`src/rtl/multicycle_control.sv`:
```
// Main control FSM of the multi-cycle RV32I core.
// Sequences fetch/decode/execute/mem/writeback and drives datapath strobes.
module multicycle_control #(
    parameter int MEM_TIMEOUT = 15,
    parameter int CNT_W       = 4
) (
    input  logic       clk,
    input  logic       rst_n,
    input  logic [6:0] opcode,
    input  logic       mem_ready,
    output logic       mem_req,
    output logic       MemRead,
    output logic       MemWrite,
    output logic       IorD,
    output logic       IRWrite,
    output logic       PCWrite,
    output logic       PCWriteCond,
    output logic       PCSource,
    output logic       ALUSrcA,
    output logic [1:0] ALUSrcB,
    output logic [1:0] ALUOp,
    output logic       RegWrite,
    output logic       MemtoReg,
    output logic       err,
    output logic [1:0] err_code,
    output logic [3:0] state_dbg
);

    typedef enum logic [3:0] {
        S_RST    = 4'd0,
        S_FETCH  = 4'd1,
        S_DECODE = 4'd2,
        S_EXEC_R = 4'd3,
        S_EXEC_I = 4'd4,
        S_ADDR   = 4'd5,
        S_MEM_RD = 4'd6,
        S_MEM_WR = 4'd7,
        S_WB_ALU = 4'd8,
        S_WB_MEM = 4'd9,
        S_BRANCH = 4'd10,
        S_ERROR  = 4'd11
    } state_t;

    localparam logic [6:0] OP_R  = 7'b0110011;
    localparam logic [6:0] OP_I  = 7'b0010011;
    localparam logic [6:0] OP_LD = 7'b0000011;
    localparam logic [6:0] OP_ST = 7'b0100011;
    localparam logic [6:0] OP_BR = 7'b1100011;

    localparam logic [1:0] EC_ILLEGAL = 2'b01;
    localparam logic [1:0] EC_TIMEOUT = 2'b10;

    state_t           state;
    state_t           state_next;
    logic [CNT_W-1:0] wait_cnt;
    logic [1:0]       cause;
    logic             waiting;
    logic             timeout;

    assign waiting = (state == S_FETCH) || (state == S_MEM_RD)
                  || (state == S_MEM_WR);
    assign timeout = waiting && !mem_ready
                  && (wait_cnt == CNT_W'(MEM_TIMEOUT));
    assign state_dbg = state;

    // Counter restarts on any state change, so each wait state starts at 0.
    always_ff @(posedge clk or negedge rst_n) begin
        if (!rst_n) begin
            state    <= S_RST;
            wait_cnt <= '0;
            err      <= 1'b0;
            err_code <= 2'b00;
        end else begin
            state <= state_next;
            if (state_next != state)
                wait_cnt <= '0;
            else if (waiting && !mem_ready)
                wait_cnt <= wait_cnt + 1'b1;
            if (state_next == S_ERROR && state != S_ERROR) begin
                err      <= 1'b1;
                err_code <= cause;
            end
        end
    end

    always_comb begin
        state_next = state;
        cause      = 2'b00;
        unique case (state)
            S_RST:    state_next = S_FETCH;
            S_FETCH: begin
                if (mem_ready) begin
                    state_next = S_DECODE;
                end else if (timeout) begin
                    state_next = S_ERROR;
                    cause      = EC_TIMEOUT;
                end
            end
            S_DECODE: begin
                unique case (opcode)
                    OP_R:         state_next = S_EXEC_R;
                    OP_I:         state_next = S_EXEC_I;
                    OP_LD, OP_ST: state_next = S_ADDR;
                    OP_BR:        state_next = S_BRANCH;
                    default: begin
                        state_next = S_ERROR;
                        cause      = EC_ILLEGAL;
                    end
                endcase
            end
            S_EXEC_R: state_next = S_WB_ALU;
            S_EXEC_I: state_next = S_WB_ALU;
            S_ADDR: begin
                if (opcode == OP_LD) begin
                    state_next = S_MEM_RD;
                end else if (opcode == OP_ST) begin
                    state_next = S_MEM_WR;
                end else begin
                    state_next = S_ERROR;
                    cause      = EC_ILLEGAL;
                end
            end
            S_MEM_RD: begin
                if (mem_ready) begin
                    state_next = S_WB_MEM;
                end else if (timeout) begin
                    state_next = S_ERROR;
                    cause      = EC_TIMEOUT;
                end
            end
            S_MEM_WR: begin
                if (mem_ready) begin
                    state_next = S_FETCH;
                end else if (timeout) begin
                    state_next = S_ERROR;
                    cause      = EC_TIMEOUT;
                end
            end
            S_WB_ALU: state_next = S_FETCH;
            S_WB_MEM: state_next = S_FETCH;
            S_BRANCH: state_next = S_FETCH;
            S_ERROR:  state_next = S_ERROR;
            default:  state_next = S_RST;
        endcase
    end

    always_comb begin
        mem_req     = 1'b0;
        MemRead     = 1'b0;
        MemWrite    = 1'b0;
        IorD        = 1'b0;
        IRWrite     = 1'b0;
        PCWrite     = 1'b0;
        PCWriteCond = 1'b0;
        PCSource    = 1'b0;
        ALUSrcA     = 1'b0;
        ALUSrcB     = 2'b00;
        ALUOp       = 2'b00;
        RegWrite    = 1'b0;
        MemtoReg    = 1'b0;
        unique case (state)
            S_FETCH: begin
                mem_req = 1'b1;
                MemRead = 1'b1;
                ALUSrcB = 2'b01;
                IRWrite = mem_ready;
                PCWrite = mem_ready;
            end
            S_DECODE: ALUSrcB = 2'b11;
            S_EXEC_R: begin
                ALUSrcA = 1'b1;
                ALUOp   = 2'b10;
            end
            S_EXEC_I: begin
                ALUSrcA = 1'b1;
                ALUSrcB = 2'b10;
                ALUOp   = 2'b10;
            end
            S_ADDR: begin
                ALUSrcA = 1'b1;
                ALUSrcB = 2'b10;
            end
            S_MEM_RD: begin
                mem_req = 1'b1;
                MemRead = 1'b1;
                IorD    = 1'b1;
            end
            S_MEM_WR: begin
                mem_req  = 1'b1;
                MemWrite = 1'b1;
                IorD     = 1'b1;
            end
            S_WB_ALU: RegWrite = 1'b1;
            S_WB_MEM: begin
                RegWrite = 1'b1;
                MemtoReg = 1'b1;
            end
            S_BRANCH: begin
                ALUSrcA     = 1'b1;
                ALUOp       = 2'b01;
                PCWriteCond = 1'b1;
                PCSource    = 1'b1;
            end
            default: ;
        endcase
    end

endmodule

```
`config.mk`:
```
export PLATFORM = sky130hd
export DESIGN_NAME = multicycle_control
export DESIGN_NICKNAME = d
export VERILOG_FILES = /design/src/rtl/multicycle_control.sv
export SDC_FILE = /design/constraint.sdc
export NUM_CORES = 1
export LEC_CHECK = 0
export BUFFER_PORTS_ARGS = -buffer_cell sky130_fd_sc_hd__buf_2
export CORE_UTILIZATION = 50
export CTS_BUF_LIST = sky130_fd_sc_hd__clkbuf_8 sky130_fd_sc_hd__clkbuf_16
export CTS_CLUSTER_SIZE = 30
export DETAILED_ROUTE_END_ITERATION = 6
export MAX_ROUTING_LAYER = met4
export PLACE_DENSITY = 0.82
export SLEW_MARGIN = 5
export SYNTH_ARGS = -nofsm -noshare
export SYNTH_HDL_FRONTEND = slang
export SYNTH_SLANG_ARGS = --single-unit
```
`constraint.sdc`:
```
create_clock -name clk -period 2.9 [get_ports clk]
set_clock_uncertainty 0.2 [all_clocks]
set_input_delay 0.58 -clock clk [delete_from_list [all_inputs] [get_ports clk]]
set_output_delay 0.58 -clock clk [all_outputs]
set_load 0.03 [all_outputs]
```
==> results.cfg <==
[clock_network]
clkSinkCount = 11
cts_setup_buffers = 0
clk_latency_ps = 230
cts_root_buf = clkbuf_8
cts_buffers = 3
cts_hold_buf = 0
cts_tree = done
clockBufferDepth = 2
cts_max_level = 1
path_clk_slew_ps = 50
cts_resized = 0

[hold_path]
min_path_type = input pin to asynchronous set/reset pin

[synthesis]
synthAdderAreaFrac_pct = 1.11
synth_flop_cell = dfrtp_1
seq_area_frac_synth_pct = 24.4
synth-seq-cells = 11
synth_top_area_cell = dfrtp_1
yosys.area_share.simple_pct = 31.5
ys_warn_count = 0
synth_most_common_cell = nor2_1
synth_area_mm2 = 0.00113
synth-compound-area-share_pct = 32.1
synth_edf_count = 0
syn_avg_cell_area_um2 = 8.31
synth_commonest_cells = 13 x nor2_1, 11 x dfrtp_1, 9 x a21oi_1, 7 x nand2_1, 6 x or3_1
synthCells = 136
synth_fp_nets = 147
synth_area_leaders = dfrtp_1 24%, nor2_1 4.3%, a21oi_1 4.0%, a211oi_1 3.3%, or3_1 3.3%
async_flop_share_pct = 100
synth_top_family_by_area = compound AO/OA/AOI/OAI gates
synth_top_area_share_pct = 24.4
synth-xor-area-share_pct = 1.55
synth_mux_area_share_pct = 2.77
synth.distinct_cells = 54

[sta]
tightest_slew_ps = 552
timing.fmax_mhz = 375
hold_ws_ps = 7.97
hold_viol = 0
setup_viol = 0
slew-limit-headroom_pct = 63.2
finalCritPeriodShare_pct = 91.9
period_needed_ps = 2660
grt_setup_unrepaired = false
drv_slew = 0
setup_slack_ps = 236
tns_ps = 0

[die]
die_area_mm2 = 0.00245
core_area_mm2 = 0.00204
ioPinCount = 32
die_x_um = 49.5
fp.dieH_um = 49.5
start_util_pct = 55.3
std_cell_rows = 16

[setup_path]
worstPathRequired_ps = 2120
path_cells = nand2b_1, inv_1, a21oi_1, nor2_1, or2_2, buf_2
critPathMaxFanout = 18
cp_slowest_stage_delay_ps = 630
end_kind = primary output
r2r_setup_slack_ps = 450
critPathBufInv = 2
slowest_stage = dfrtp_1
worstReg2RegEnd = err
path_delay_family = flip-flops
r2r_cells = 5
crit_type = flip-flop to primary output
crit_path_start_kind = flip-flop
cp.arrival_ps = 1880
r2r_start = state_dbg[1]

[placement]
portBuffers = 31
gp_congestion = 0.914
dp_slack_ps = 487
hpwl_mm = 2.11

[routing]
drc = 0
wl_per_cell_um = 14.1
first_pass_iters = 4
vias = 1166
ant_nets = 0
vias_per_cell = 6.17
drt_iter0_markers = 36
routed_wl_mm = 2.66

[run]
maxCapViolCount = 0

[global_route]
antenna_found_initial = 0
gr-total-overflow = 0
grt_pass1_wl_mm = 4.66
grt_usage_pct = 24.5
grt_pass1_vias = 1057
grt_max_degree = 21

[layout]
syn2layout_area_growth_pct = 16.1
drive_above_1_share_pct = 29.0
nNetsFinal = 174
antennaDiodeCount = 0
final_core_util_pct = 64.2

[power]
leakagePower_nw = 0.598
ir_drop_mv = 0.708
p_per_area_mw_per_mm2 = 933
power_w = 0.00122

[run_status]
status = complete, no violations
-- flip-flops by register name, summed over array words and instances, names as in the netlist --
| register | count |
|---|---|
| state_dbg | 4 |
| wait_cnt | 4 |
| err | 1 |
| err_code | 2 |
-- through the flow --
step | instances | instance area, um2
global route | 189 | 1310
global placement | 185 | 1270
floorplan | 136 | 1130
detailed placement | 185 | 1270
finish | 189 | 1310
CTS | 189 | 1310
-- worst reg2reg max path: stages, from the launching register on --
cell and delay, ps:
dfrtp_1 680, or4b_4 580, a2111oi_4 460, a31o_4 170, a211oi_2 50, a21o_1 190
-- power by group --
group          internal (W)  leakage [nW]  switching (W)
Clock             0.0000921        0.0269      0.0000481
Combinational      0.000286         0.434       0.000507
Sequential         0.000190         0.137       0.000100
-- metal layers --
layer / vias to the layer above / track usage (%) / routed length (um)
met5: - / - / 0
met4: 0 / 6.67 / 28
met3: 3 / 1.85 / 116
met2: 46 / 38.1 / 1240
met1: 546 / 34.4 / 1280
li1: 571 / - / -
-- kinds of logic after synthesis --
group	count (synthesis)
AND/OR/NAND/NOR	59
multiplexers	3
flip-flops	11
XOR/XNOR	2
AO/OA/AOI/OAI	46
buffers and inverters	14
adder cells (fa/ha/maj)	1
-- cell type report --
class	count	area [um2]
sequential	11	275
fill	189	731
clock inverter	1	3.75
timing repair buffer	32	163
tap	27	33.8
inverter	4	15.0
multi-input combinational	111	779
clock buffer	3	41.3
-- how the worst max path moves through the flow --
stage	from	to	slack, ps	cells after the start
floorplan	state_dbg[1]	ALUSrcB[0]	220	4
global placement	state_dbg[3]	err	520	5
detailed placement	state_dbg[1]	err	490	5
CTS	state_dbg[0]	mem_req	260	6
global route	state_dbg[0]	mem_req	100	6
finish	state_dbg[0]	mem_req	240	6
-- layout by cell type (no fill, tap or decap), drive strengths merged, types with 3 or more instances in the layout --
master,instances
buf,32
nor2,13
dfrtp,11
a21oi,9
nand2,7
o21ai,7
or3,6
a211oi,6
nand2b,5
a31oi,5
inv,5
nand3,4
nor3,4
and3b,3
clkbuf,3
and2,3
nor3b,3
Power figures use the tool's default switching activity.
